--- src/rtl/memgame_pkg.sv ---
// Shared types and helpers for the memory-game pattern sequencer.
package memgame_pkg;

    localparam int DEF_SYMBOL_W  = 3;
    localparam int DEF_MAX_LEN   = 25;
    // Widest symbol the onehot helper decodes; callers truncate to 2**SYMBOL_W.
    localparam int ONEHOT_MAX_W  = 8;

    typedef enum logic [1:0] {
        IDLE     = 2'd0,
        SHOW_ON  = 2'd1,
        SHOW_GAP = 2'd2,
        COLLECT  = 2'd3
    } seq_state_t;

    function automatic logic [2**ONEHOT_MAX_W-1:0] onehot(input logic [ONEHOT_MAX_W-1:0] sym);
        onehot      = '0;
        onehot[sym] = 1'b1;
    endfunction

endpackage

--- src/rtl/pattern_sequencer_if.sv ---
// Control, player-input and status bundle between the mode FSMs and the sequencer.
interface pattern_sequencer_if #(
    parameter int SYMBOL_W = 3,
    parameter int LEN_W    = 5
);
    logic                   clear;
    logic                   start;
    logic                   mode_reverse;
    logic [SYMBOL_W-1:0]    rand_sym;
    logic                   in_valid;
    logic [SYMBOL_W-1:0]    in_sym;
    logic [2**SYMBOL_W-1:0] led;
    logic                   busy;
    logic                   expecting;
    logic                   round_ok;
    logic                   mismatch;
    logic                   timeout;
    logic                   full;
    logic [LEN_W-1:0]       len;

    modport master (
        output clear, start, mode_reverse, rand_sym, in_valid, in_sym,
        input  led, busy, expecting, round_ok, mismatch, timeout, full, len
    );

    modport slave (
        input  clear, start, mode_reverse, rand_sym, in_valid, in_sym,
        output led, busy, expecting, round_ok, mismatch, timeout, full, len
    );
endinterface

--- src/rtl/phase_timer.sv ---
// Loadable countdown that stops at 1; done marks the final cycle of a phase.
module phase_timer #(
    parameter int W = 5
) (
    input  logic         clk,
    input  logic         rst_n,
    input  logic         clr,
    input  logic         load,
    input  logic [W-1:0] value,
    input  logic         en,
    output logic         done
);
    logic [W-1:0] cnt;

    always_ff @(posedge clk or negedge rst_n) begin
        if (!rst_n) begin
            cnt <= '0;
        end else if (clr) begin
            cnt <= '0;
        end else if (load) begin
            cnt <= value;
        end else if (en && cnt > W'(1)) begin
            cnt <= cnt - W'(1);
        end
    end

    assign done = (cnt == W'(1));
endmodule

--- src/rtl/pattern_sequencer.sv ---
// Stores a growing symbol sequence, plays it back on one-hot LEDs and checks
// the player's answer forward or reversed, with an optional per-input timeout.
module pattern_sequencer
    import memgame_pkg::*;
#(
    parameter int SYMBOL_W       = DEF_SYMBOL_W,
    parameter int MAX_LEN        = DEF_MAX_LEN,
    parameter int ON_CYCLES      = 4,
    parameter int GAP_CYCLES     = 2,
    parameter int TIMEOUT_CYCLES = 0,
    parameter int LEN_W          = $clog2(MAX_LEN + 1)
) (
    input logic               clk,
    input logic               rst_n,
    pattern_sequencer_if.slave sif
);
    localparam int LED_N = 2**SYMBOL_W;
    localparam int IDX_W = (MAX_LEN > 1) ? $clog2(MAX_LEN) : 1;
    localparam int T_A   = (ON_CYCLES > GAP_CYCLES) ? ON_CYCLES : GAP_CYCLES;
    localparam int T_MAX = (T_A > TIMEOUT_CYCLES) ? T_A : TIMEOUT_CYCLES;
    localparam int TMR_W = $clog2(T_MAX + 1);

    seq_state_t          state, state_n;
    logic [LEN_W-1:0]    len, len_n;
    logic [IDX_W-1:0]    idx, idx_n, ptr, ptr_n;
    logic                rev, rev_n;
    logic [LED_N-1:0]    led, led_n;
    logic                ok_q, ok_n, mis_q, mis_n, to_q, to_n;
    logic [SYMBOL_W-1:0] mem [MAX_LEN];
    logic                mem_we;
    logic                tmr_load, tmr_done;
    logic [TMR_W-1:0]    tmr_val;
    logic                len_full, last_idx, last_ptr;
    logic [IDX_W-1:0]    idx_inc;
    logic [SYMBOL_W-1:0] first_sym;

    assign len_full  = (len == LEN_W'(MAX_LEN));
    assign last_idx  = (LEN_W'(idx) == len - LEN_W'(1));
    assign last_ptr  = rev ? (ptr == '0) : (LEN_W'(ptr) == len - LEN_W'(1));
    assign idx_inc   = idx + IDX_W'(1);
    // Symbol 0 is the incoming rand_sym when the sequence is still empty.
    assign first_sym = (len == '0) ? sif.rand_sym : mem[0];

    always_comb begin
        state_n  = state;
        len_n    = len;
        idx_n    = idx;
        ptr_n    = ptr;
        rev_n    = rev;
        led_n    = led;
        ok_n     = 1'b0;
        mis_n    = 1'b0;
        to_n     = 1'b0;
        mem_we   = 1'b0;
        tmr_load = 1'b0;
        tmr_val  = '0;
        case (state)
            IDLE: begin
                if (sif.start) begin
                    rev_n    = sif.mode_reverse;
                    idx_n    = '0;
                    state_n  = SHOW_ON;
                    tmr_load = 1'b1;
                    tmr_val  = TMR_W'(ON_CYCLES);
                    led_n    = LED_N'(onehot(ONEHOT_MAX_W'(first_sym)));
                    if (!len_full) begin
                        mem_we = 1'b1;
                        len_n  = len + LEN_W'(1);
                    end
                end
            end
            SHOW_ON: begin
                if (tmr_done) begin
                    led_n    = '0;
                    state_n  = SHOW_GAP;
                    tmr_load = 1'b1;
                    tmr_val  = TMR_W'(GAP_CYCLES);
                end
            end
            SHOW_GAP: begin
                if (tmr_done) begin
                    tmr_load = 1'b1;
                    if (last_idx) begin
                        state_n = COLLECT;
                        ptr_n   = rev ? IDX_W'(len - LEN_W'(1)) : '0;
                        tmr_val = TMR_W'(TIMEOUT_CYCLES);
                    end else begin
                        state_n = SHOW_ON;
                        idx_n   = idx_inc;
                        led_n   = LED_N'(onehot(ONEHOT_MAX_W'(mem[idx_inc])));
                        tmr_val = TMR_W'(ON_CYCLES);
                    end
                end
            end
            COLLECT: begin
                // A strobe in the expiry cycle is judged instead of timing out.
                if (sif.in_valid) begin
                    if (sif.in_sym == mem[ptr]) begin
                        if (last_ptr) begin
                            ok_n    = 1'b1;
                            state_n = IDLE;
                        end else begin
                            ptr_n    = rev ? ptr - IDX_W'(1) : ptr + IDX_W'(1);
                            tmr_load = 1'b1;
                            tmr_val  = TMR_W'(TIMEOUT_CYCLES);
                        end
                    end else begin
                        mis_n   = 1'b1;
                        state_n = IDLE;
                    end
                end else if (TIMEOUT_CYCLES != 0 && tmr_done) begin
                    to_n    = 1'b1;
                    state_n = IDLE;
                end
            end
            default: state_n = IDLE;
        endcase
    end

    always_ff @(posedge clk or negedge rst_n) begin
        if (!rst_n) begin
            state <= IDLE;
            len   <= '0;
            idx   <= '0;
            ptr   <= '0;
            rev   <= 1'b0;
            led   <= '0;
            ok_q  <= 1'b0;
            mis_q <= 1'b0;
            to_q  <= 1'b0;
        end else if (sif.clear) begin
            state <= IDLE;
            len   <= '0;
            idx   <= '0;
            ptr   <= '0;
            rev   <= 1'b0;
            led   <= '0;
            ok_q  <= 1'b0;
            mis_q <= 1'b0;
            to_q  <= 1'b0;
        end else begin
            state <= state_n;
            len   <= len_n;
            idx   <= idx_n;
            ptr   <= ptr_n;
            rev   <= rev_n;
            led   <= led_n;
            ok_q  <= ok_n;
            mis_q <= mis_n;
            to_q  <= to_n;
        end
    end

    // Sequence storage is never cleared; entries at or above len are unused.
    always_ff @(posedge clk) begin
        if (mem_we && !sif.clear) begin
            mem[IDX_W'(len)] <= sif.rand_sym;
        end
    end

    phase_timer #(.W(TMR_W)) u_timer (
        .clk   (clk),
        .rst_n (rst_n),
        .clr   (sif.clear),
        .load  (tmr_load),
        .value (tmr_val),
        .en    (state != IDLE),
        .done  (tmr_done)
    );

    assign sif.led       = led;
    assign sif.busy      = (state != IDLE);
    assign sif.expecting = (state == COLLECT);
    assign sif.round_ok  = ok_q;
    assign sif.mismatch  = mis_q;
    assign sif.timeout   = to_q;
    assign sif.full      = len_full;
    assign sif.len       = len;
endmodule
--- src/flat_wrapper.sv ---
// flat-port wrapper written by rule: the top's interface ports become plain ports
module pattern_sequencer_flat import memgame_pkg::*;
#(
    parameter int SYMBOL_W       = DEF_SYMBOL_W,
    parameter int MAX_LEN        = DEF_MAX_LEN,
    parameter int ON_CYCLES      = 4,
    parameter int GAP_CYCLES     = 2,
    parameter int TIMEOUT_CYCLES = 0,
    parameter int LEN_W          = $clog2(MAX_LEN + 1)
)
  (clk, rst_n, sif_clear, sif_start, sif_mode_reverse, sif_rand_sym, sif_in_valid, sif_in_sym, sif_led, sif_busy, sif_expecting, sif_round_ok, sif_mismatch, sif_timeout, sif_full, sif_len);
  pattern_sequencer_if #(.SYMBOL_W(SYMBOL_W), .LEN_W(LEN_W)) sif_i ();
  input logic clk;
  input logic rst_n;
  input wire logic [$bits(sif_i.clear)-1:0] sif_clear;
  input wire logic [$bits(sif_i.start)-1:0] sif_start;
  input wire logic [$bits(sif_i.mode_reverse)-1:0] sif_mode_reverse;
  input wire logic [$bits(sif_i.rand_sym)-1:0] sif_rand_sym;
  input wire logic [$bits(sif_i.in_valid)-1:0] sif_in_valid;
  input wire logic [$bits(sif_i.in_sym)-1:0] sif_in_sym;
  output wire logic [$bits(sif_i.led)-1:0] sif_led;
  output wire logic [$bits(sif_i.busy)-1:0] sif_busy;
  output wire logic [$bits(sif_i.expecting)-1:0] sif_expecting;
  output wire logic [$bits(sif_i.round_ok)-1:0] sif_round_ok;
  output wire logic [$bits(sif_i.mismatch)-1:0] sif_mismatch;
  output wire logic [$bits(sif_i.timeout)-1:0] sif_timeout;
  output wire logic [$bits(sif_i.full)-1:0] sif_full;
  output wire logic [$bits(sif_i.len)-1:0] sif_len;
  assign sif_i.clear = sif_clear;
  assign sif_i.start = sif_start;
  assign sif_i.mode_reverse = sif_mode_reverse;
  assign sif_i.rand_sym = sif_rand_sym;
  assign sif_i.in_valid = sif_in_valid;
  assign sif_i.in_sym = sif_in_sym;
  assign sif_led = sif_i.led;
  assign sif_busy = sif_i.busy;
  assign sif_expecting = sif_i.expecting;
  assign sif_round_ok = sif_i.round_ok;
  assign sif_mismatch = sif_i.mismatch;
  assign sif_timeout = sif_i.timeout;
  assign sif_full = sif_i.full;
  assign sif_len = sif_i.len;
  pattern_sequencer #(.SYMBOL_W(SYMBOL_W), .MAX_LEN(MAX_LEN), .ON_CYCLES(ON_CYCLES), .GAP_CYCLES(GAP_CYCLES), .TIMEOUT_CYCLES(TIMEOUT_CYCLES), .LEN_W(LEN_W)) u_core (.clk(clk), .rst_n(rst_n), .sif(sif_i));
endmodule
--- config.mk ---
export PLATFORM = sky130hd
export DESIGN_NAME = pattern_sequencer_flat
export DESIGN_NICKNAME = d
export VERILOG_FILES = /design/src/rtl/memgame_pkg.sv /design/src/rtl/pattern_sequencer_if.sv /design/src/rtl/phase_timer.sv /design/src/rtl/pattern_sequencer.sv /design/src/flat_wrapper.sv
export SDC_FILE = /design/constraint.sdc
export NUM_CORES = 1
export LEC_CHECK = 0
export ABC_CLOCK_PERIOD_IN_PS = 6800
export CAP_MARGIN = 40
export CORE_ASPECT_RATIO = 1.4
export CORE_MARGIN = 2
export CORE_UTILIZATION = 55
export CTS_CLUSTER_SIZE = 8
export DETAILED_ROUTE_END_ITERATION = 7
export PLACE_DENSITY = 0.74
export REMOVE_ABC_BUFFERS = 1
export SKIP_LAST_GASP = 1
export SYNTH_ARGS = -nofsm -noshare
export SYNTH_HDL_FRONTEND = slang
export SYNTH_HIERARCHICAL = 1
export SYNTH_SLANG_ARGS = --single-unit
--- constraint.sdc ---
create_clock -name clk -period 6.8 [get_ports clk]
set_input_delay 1.02 -clock clk [delete_from_list [all_inputs] [get_ports clk]]
set_output_delay 1.02 -clock clk [all_outputs]
set_load 0.01 [all_outputs]
## After elaboration in Yosys (flattened, before gate mapping)

Memory sizes are Yosys's and may differ from the RTL's.
Index checks and enable logic that the tools add are counted.

| operators by class | value |
|---|---|
| muxes and demuxes | 70 |
| reductions and logical operators | 22 |
| $add $sub $neg | 6 |
| order comparisons | 5 |
| equality and inequality tests | 18 |

Operator list:

| kind | number |
|---|---|
| $mux 5 | 16 |
| $mux 8 | 5 |
| $mux 1 | 25 |
| $pmux 8 s3 | 1 |
| $mux 3 | 7 |
| $pmux 5 s2 | 2 |
| $lt 3x9->1 const B | 2 |
| $mux 2 | 9 |
| $add 5x1->5 const B | 3 |
| $ne 3x2->1 const B | 4 |
| $ne 3x3->1 const B | 4 |
| $pmux 3 s4 | 1 |
| $eq 5x5->1 | 2 |
| $logic_not 5->1 | 2 |
| $reduce_and 5->1 | 2 |
| $sub 5x1->5 const B | 2 |
| $reduce_bool 3->1 | 3 |
| $pmux 2 s4 | 1 |
| $demux 1 s3 | 2 |
| $ge 3x1->1 const B | 2 |
| $reduce_and 6->1 | 1 |
| $reduce_bool 2->1 | 3 |
| $eq 5x5->1 const B | 1 |
| $eq 2x2->1 const B | 2 |
| other kinds (16) | 19 |

| word-level totals | value |
|---|---|
| logic and storage cells | 131 |
| input port bits | 12 |
| memories | 1 |
| memory bits (writable) | 75 |
| output and inout port bits | 19 |
| flip-flop bits (word level) | 31 |

Memory list:

| memory | depth | bits a word | read ports | clocked after memory_dff | wr ports | line | text |
|---|---|---|---|---|---|---|---|
| u_core.mem | 25 | 3 | 3 | 0 | 1 | pattern_sequencer.sv:29 | `logic [SYMBOL_W-1:0] mem [MAX_LEN];` |

## Depth between registers and ports, before layout

Gate-level depths: netlist of run 1.
An unclocked memory read counts as a cell.

| logic depth | value |
|---|---|
| depth after elaboration | 10 |
| mapped depth | 14 |
| depth with buffers taken out | 12 |

## By module

Netlist of run 1, hierarchy kept.

By module, submodules not included:

| module | area an instance (µm²) | sequential area each (µm²) | cells each | times used |
|---|---|---|---|---|
| pattern_sequencer | 5824.3 | 2952.8 | 457 | 1 |
| phase_timer | 241.5 | 75.1 | 28 | 1 |

## Least setup slack after synthesis of run 1

Ideal clock, no wire load.

| path | value |
|---|---|
| path kind | register to register |
| start point | reg u_core.len[0], in the netlist u_core/sif.len[0] |
| end point | reg u_core.u_timer.cnt[2] |
| path buffers | 1 |
| library setup time | 94 ps |
| clock period less this slack | 3055 ps |
| arrival | 2961 ps |
| stages on the path, launching flop included | 13 |
| required time | 6706 ps |
| setup slack | 3745 ps |
| cell sequence | dfrtp_1 > clkbuf_1 > inv_1 > ha_1 > nor3b_2 > xnor3_1 > nand3b_1 > a22o_1 > or4b_4 > o21ai_0 > nor2b_1 > a21oi_1 > a221oi_2 |

| between the ends | value |
|---|---|
| word-level cells in the longest chain between the ends | 9 |
| elaborated cells on any way between the ends | 14 |
| classes of those cells | 1 x add/sub; 2 x eq/ne; 10 x mux; 1 x reduce/logical |

Ends and longest elaborated chain:

| what | line | text |
|---|---|---|
| start, declared | pattern_sequencer.sv:24 | `logic [LEN_W-1:0] len, len_n;` |
| start signal, assigned | pattern_sequencer.sv:143 | `len <= len_n;` |
| $sub 5x1->5 * | pattern_sequencer.sv:39 | `assign last_ptr = rev ? (ptr == '0) : (LEN_W'(ptr) == len - LEN_W'(1));` |
| $eq 5x5->1 * | pattern_sequencer.sv:39 |  |
| $mux 1 * | pattern_sequencer.sv:39 |  |
| $mux 1 * | pattern_sequencer.sv:99 | `if (last_ptr) begin` |
| $mux 1 * | pattern_sequencer.sv:98 | `if (sif.in_sym == mem[ptr]) begin` |
| $mux 1 * | pattern_sequencer.sv:97 | `if (sif.in_valid) begin` |
| $pmux 1 s3 * | pattern_sequencer.sv:57 | `case (state)` |
| named net u_core.tmr_load | pattern_sequencer.sv:31 | `logic tmr_load, tmr_done;` |
| $mux 3 | phase_timer.sv:20 | `end else if (load) begin` |
| $mux 3 | phase_timer.sv:18 | `end else if (clr) begin` |
| end signal, assigned | phase_timer.sv:21 | `cnt <= value;` |
| end signal, assigned | phase_timer.sv:23 | `cnt <= cnt - W'(1);` |
| end, declared | phase_timer.sv:13 | `logic [W-1:0] cnt;` |

Mark *: on every way through the listed nets, which the timed path passes. The rest lies on a longest branch.
A chain may end at the register's enable or synchronous reset.

## Final worst setup path of run 1

| path | value |
|---|---|
| start point | reg u_core.ptr[1] |
| end point | reg u_core.u_timer.cnt[0] |

| between the ends | value |
|---|---|
| word-level cells in the longest chain between the ends | 8 |
| elaborated cells on any way between the ends | 12 |
| classes of those cells | 2 x eq/ne; 7 x mux; 2 x reduce/logical; 1 x memory |

Ends and longest elaborated chain:

| what | line | text |
|---|---|---|
| start, declared | pattern_sequencer.sv:25 | `logic [IDX_W-1:0] idx, idx_n, ptr, ptr_n;` |
| start signal, assigned | pattern_sequencer.sv:145 | `ptr <= ptr_n;` |
| branches (longest 3 deep; another with $mem_v2 25x3) | - |  |
| $mux 1 * | pattern_sequencer.sv:98 |  |
| $mux 1 * | pattern_sequencer.sv:97 |  |
| $pmux 1 s3 * | pattern_sequencer.sv:57 |  |
| named net u_core.tmr_load | pattern_sequencer.sv:31 |  |
| $mux 3 | phase_timer.sv:20 |  |
| $mux 3 | phase_timer.sv:18 |  |

Mark *: on every way through the listed nets, which the timed path passes.

==> metrics, run 1 <==
outcome finished clean; met3 Usage GRT 3.762%; share of layout cells above drive strength 1 12.98%; sw power 0.5921 mW; IR drop worst, VDD 0.1261 mV; Starting Density 56.11%; DP HPWL 10,700 microns; GR Util met2 45.94%; Logic pwr share 29.0%; setup skew after layout 0.006814 ns; TritonCTS clock tree done; largest net degree at the start of global routing 32; Ports 31; worst path cell trace buf_4 > mux4_1 > o21ai_0 > nand3_1 > nand3_1 > xnor2_1 > or4b_4 > o21ai_0 > nor2b_1 > nor2_1 > o2111ai_1 > nand3_1; routability cong. 0.9171; Seq pwr share 41.6%; total power 1.870 mW; Min-Delay Path Class reg -> reg; multi-input logic area 0.002824 sq mm; critical-path cell with the highest stage delay mux4_1; CTS Buffer Depth 2; Pwr per Cell Area 274.4 mW/mm^2; # setup viols final 0; GRT Util Overall 26.00%; WL final 14,770 microns; number of DRC violations after detailed-routing iteration 0 401; Seq/Total Area, Yosys 49.92%; most frequent cells in the layout edfxtp_1, nor2_1, nand2_1; Cells after Synth 485; Sequential Area 0.003028 sq mm; Leak 2.374 nW; P_int 1.278 mW; CP Capture Type flip-flop; CTS Root Buffer Type clkbuf_16; clk sinks 106; Crit path max-delay family simple AND/OR/NAND/NOR gates; Critical Path Most Common Cell nand3_1; WL/cell 22.48 microns; Layout area overhead 12.36%; max-cap viol count 0; die extent in y 128.3 microns; commonest non-fill, non-tap cell in the layout edfxtp_1; TritonCTS Buffers 9; nets@finish 538; Switching Fraction 31.66%; Post-CTS Setup Bufs 0; CTS Hold Buffers Added 0; Critical Path RT 7.03 ns; Port Buffers 29; RSZ-0062 raised after global routing false; synth warn 6; Die Span X 92.76 microns; CTS clk-pin slew, worst paths 0.07 ns; critical path class reg -> reg; Slew Limit Fails 0; largest stage delay on the critical path 0.61 ns; fraction of registers with async set/reset 29.25%; vias in the first global route 4,267; flops & latches, synth 106; Vias/cell 6.484; WHS 0.5099 ns; # resized after CTS 0; clock share of power 29.4%; Critical Path Start Type flip-flop; initial antenna violation count 0; Yosys cell types 69; Crit Path Max Fanout 30; CP arrival 3.80 ns; busiest layer in global routing met2; via count 4,260; min Tclk post-route 3.578 ns; antenna cells 0; Worst Tran Pin Value 0.8613 ns; grt total ovfl 0; Final Hold Fails 0; Synth Cell Area 0.006066 sq mm; die area 0.01190 sq mm; placed cells 641; ys flop type edfxtp_1; Post-Layout Cell Count 657; fillcell total 850; Core Region 0.01081 sq mm; f_max 279.5 MHz; EDFF count, synth 75; total negative slack 0 ns; Skew-Pair Late Insertion Delay 0.35 ns; first-pass GRT wire length 23,020 microns; Rel. slew slack 42.58%; post-route ant nets 0; Tcrit/Tclk final 52.62%; DRT Pass-1 Iters 5; drt drc 0; met1 usage in global routing 31.81%; Std-Cell Rows 45; H-tree levels 3; Final Util 63.04%; CP bufs+invs 1; syn avg cell area 12.51 sq um
## flip-flops by register name, summed over array words and instances, names as in the netlist
signal and cells:
u_core/idx 5, u_core/mem 75, u_core/ptr 5, u_core/rev 1
u_core/sif.led 8, u_core/sif.len 5, u_core/sif.mismatch 1, u_core/sif.round_ok 1
u_core/state 2, u_core/u_timer/cnt 3
## through the flow
step	setup WS (ns)	instance area, sq um
2_1_floorplan	3.215	5931
3_3_place_gp	3.380	6435
3_5_place_dp	3.275	6500
4_1_cts	3.239	6815
5_1_grt	2.940	6815
6_report	3.222	6815
## routing by layer
metal  share of wire (%)  vias up
met5                   0        -
met4                 3.6        0
met3                 5.7       42
met2                  53      197
met1                  38     2107
li1                    -     1914
## logic make-up after synthesis
logic type | count (synthesis) | share of synthesized area, %
AND/OR/NAND/NOR | 157 | 12.97
buffers and inverters | 45 | 3.589
XOR/XNOR | 23 | 4.249
other | 1 | 0.06182
flip-flops | 106 | 49.92
AO/OA/AOI/OAI | 82 | 9.509
multiplexers | 56 | 16.48
adder cells (fa/ha/maj) | 15 | 3.218
## synthesized netlist by cell type (all sizes together) (3+ instances only)
cell type / instances / area share, %
xnor3: 3 / 1.1
a21oi: 11 / 0.91
a22oi: 4 / 0.50
a211oi: 3 / 0.37
nand2: 33 / 2.1
ha: 14 / 2.9
nor3b: 4 / 0.58
xor2: 8 / 1.2
nand3: 13 / 1.1
or4: 3 / 0.43
o21ai: 18 / 1.5
edfxtp: 75 / 37
xnor2: 11 / 1.6
mux4: 32 / 12
nand3b: 7 / 0.87
a31oi: 7 / 0.72
o22ai: 8 / 0.83
nor3: 10 / 0.83
and2: 3 / 0.31
mux2: 4 / 0.80
nor2: 56 / 3.5
inv: 21 / 1.3
mux2i: 20 / 3.3
nor2b: 8 / 0.83
or2: 4 / 0.41
buf: 13 / 1.6
dfrtp: 31 / 13
nor4: 5 / 0.62
clkbuf: 11 / 0.68
a22o: 9 / 1.3
## cell type report
class                           count  area share, %
Multi-Input combinational cell    335          41.44
Inverter                           21          1.157
Sequential cell                   106          44.43
Tap cell                          141          2.589
Clock buffer                        9          3.305
Timing Repair Buffer               38          5.765
Clock inverter                      7          1.322
## path summary, 6_finish.rpt
kind	cells past startpoint	slack, ns	start	to
setup / recovery	12	3.22	u_core/ptr[1]	u_core/u_timer/cnt[0]
hold / removal	1	0.51	u_core/sif.led[0]	u_core/sif.led[0]
setup reg to reg	12	3.22	u_core/ptr[1]	u_core/u_timer/cnt[0]
hold reg to reg	1	0.51	u_core/sif.led[0]	u_core/sif.led[0]
max in group asynchronous	2	5.43	rst_n	u_core/u_timer/cnt[1]
min in group asynchronous	2	1.06	rst_n	u_core/sif.len[0]
## worst reg2reg max path: stages (launching register included)
cell	delay (ns)
dfrtp_1	0.32
buf_4	0.40
mux4_1	0.63
o21ai_0	0.24
nand3_1	0.13
nand3_1	0.12
xnor2_1	0.13
or4b_4	0.57
o21ai_0	0.21
nor2b_1	0.39
nor2_1	0.12
o2111ai_1	0.11
nand3_1	0.09
## power by group through the flow
stage / registers [mW] / clock network (mW) / logic, mW
after global routing: 0.784 / 0.583 / 0.591
after floorplan: 0.788 / 0 / 0.364
after global placement: 0.789 / 0 / 0.515
final: 0.778 / 0.549 / 0.543
after CTS: 0.778 / 0.561 / 0.538
after detailed placement: 0.791 / 0 / 0.536
Note: power is estimated with default switching activity, not from simulation.
==> inputs of run 2 (changes only) <==
--- a/config.mk
+++ b/config.mk
@@ -5,7 +5,7 @@
 export SDC_FILE = /design/constraint.sdc
 export NUM_CORES = 1
 export LEC_CHECK = 0
-export ABC_CLOCK_PERIOD_IN_PS = 6800
+export ABC_CLOCK_PERIOD_IN_PS = 3750
 export CAP_MARGIN = 40
 export CORE_ASPECT_RATIO = 1.4
 export CORE_MARGIN = 2
==> constraint.sdc (replaced) <==
create_clock -name clk -period 3.75 [get_ports clk]
set_input_delay 0.5625 -clock clk [delete_from_list [all_inputs] [get_ports clk]]
set_output_delay 0.5625 -clock clk [all_outputs]
set_load 0.01 [all_outputs]
==> run 2 against run 1 <==
  * Sequential cell count unchanged
  * Critical path depth is 1 lower
  * Cell count is 0.61% higher
  * Non-clock buffer count up 6
  * Via count is 0.96% lower
  * Total power is 74% higher
  * Die area did not move
  * Clock power up 54%
  * Critical path type unchanged
  * Highest routed layer unchanged
==> metrics, run 2 (synthesis results as in run 1) <==
outcome finished clean; IR drop worst, VDD 0.2364 mV; Tcrit/Tclk final 90.23%; Std-Cell Rows 45; Worst Tran Pin Value 0.8911 ns; DRT Pass-1 Iters 7; Core Region 0.01081 sq mm; Slew Limit Fails 0; first-pass GRT wire length 23,750 microns; CTS Buffer Depth 2; Critical Path RT 4.01 ns; commonest non-fill, non-tap cell in the layout edfxtp_1; fillcell total 833; Post-Layout Cell Count 661; TritonCTS Buffers 9; post-place setup slack 0.4269 ns; nets@finish 544; CTS Root Buffer Type clkbuf_16; setup skew after layout 0.006390 ns; Vias/cell 6.383; multi-input logic area 0.002824 sq mm; WL final 14,810 microns; TritonCTS clock tree done; die area 0.01190 sq mm; max reg flops 75; largest stage delay on the critical path 0.55 ns; vias in the first global route 4,332; worst path cell trace inv_1 > ha_1 > nor3b_2 > xnor3_1 > nand3b_1 > a22o_1 > or4b_4 > o21ai_0 > nor2b_1 > a21oi_1 > a221oi_2; # resized after CTS 0; routability cong. 0.9346; Die Span X 92.76 microns; most frequent cells in the layout edfxtp_1, nor2_1, nand2_1; Final Util 62.69%; GRT Util Overall 26.74%; WHS 0.5146 ns; largest net degree at the start of global routing 32; Pwr per Cell Area 479.2 mW/mm^2; clk sinks 106; Layout area overhead 11.72%; Final Hold Fails 0; placed cells 647; Leak 2.370 nW; reg2reg path depth 11; share of layout cells above drive strength 1 13.85%; number of DRC violations after detailed-routing iteration 0 420; grt total ovfl 0; Sequential Area 0.003028 sq mm; fin worst setup slack 0.3665 ns; CP Capture Type flip-flop; Post-CTS Setup Bufs 0; DP HPWL 10,920 microns; Min-Delay Path Class reg -> reg; Skew-Pair Late Insertion Delay 0.35 ns; WL/cell 22.41 microns; Ports 31; largest register by flop count u_core/mem; registers with the most flip-flops u_core/mem (75), u_core/sif.led (8); critical-path cell with the highest stage delay dfrtp_1; total negative slack 0 ns; critical path class reg -> reg; Crit Path Max Fanout 10; Rel. slew slack 40.47%; post-route ant nets 0; CTS clk-pin slew, worst paths 0.07 ns; drt drc 0; max-cap viol count 0; RSZ-0062 raised after global routing false; Critical Path Start Type flip-flop; via count 4,219; Hold Path Cell Cnt 1; CTS Hold Buffers Added 0; antenna cells 0; f_max 295.6 MHz; Port Buffers 29; initial antenna violation count 0; min Tclk post-route 3.383 ns; H-tree levels 3; die extent in y 128.3 microns; # setup viols final 0; CP arrival 3.64 ns; Starting Density 56.11%
==> run 2: metrics by stage <==
step,total power [mW],cell area [sq um]
floorplan,2.089,5931
global placement,2.372,6515
detailed placement,2.407,6520
CTS,3.251,6777
global route,3.409,6777
finish,3.247,6777
==> run 2: per-layer routing <==
metal  share of wire, %  GRT usage, %
met1                 36         32.33
met2                 53         46.33
met3                6.9         4.879
met4                4.2         12.72
met5                  0             0
==> run 2: path summary, 6_finish.rpt <==
path                                    from               endpoint  slack, ns
min in group asynchronous              rst_n      u_core/sif.len[0]       0.61
setup / recovery           u_core/sif.len[0]  u_core/u_timer/cnt[2]       0.37
hold reg to reg            u_core/sif.led[7]      u_core/sif.led[7]       0.51
setup reg to reg           u_core/sif.len[0]  u_core/u_timer/cnt[2]       0.37
max in group asynchronous              rst_n          u_core/idx[4]       2.82
hold / removal             u_core/sif.led[7]      u_core/sif.led[7]       0.51
==> run 2: layout make-up <==
type | count | area share, %
well taps | 141 | 2.603
clock inverters | 5 | 0.4616
repair buffers | 44 | 6.093
clock buffers | 9 | 3.323
multi-input cells | 335 | 41.67
flip-flops and latches | 106 | 44.68
inverters | 21 | 1.163
==> run 2: where the power goes <==
part | switching (mW) | internal [mW] | total (mW)
combinational | 0.570 | 0.420 | 0.990
sequential | 0.0921 | 1.32 | 1.41
clock | 0.406 | 0.442 | 0.848
total | 1.07 | 2.18 | 3.25
==> run 2: critical path: cells and delay by family (launching register included) <==
family | cells | cell delay (ns)
fa+ha+maj | 1 | 0.28
xor+xnor | 1 | 0.30
buf+inv | 1 | 0.16
compound gates | 4 | 0.68
flops | 1 | 0.55
simple gates | 4 | 1.32
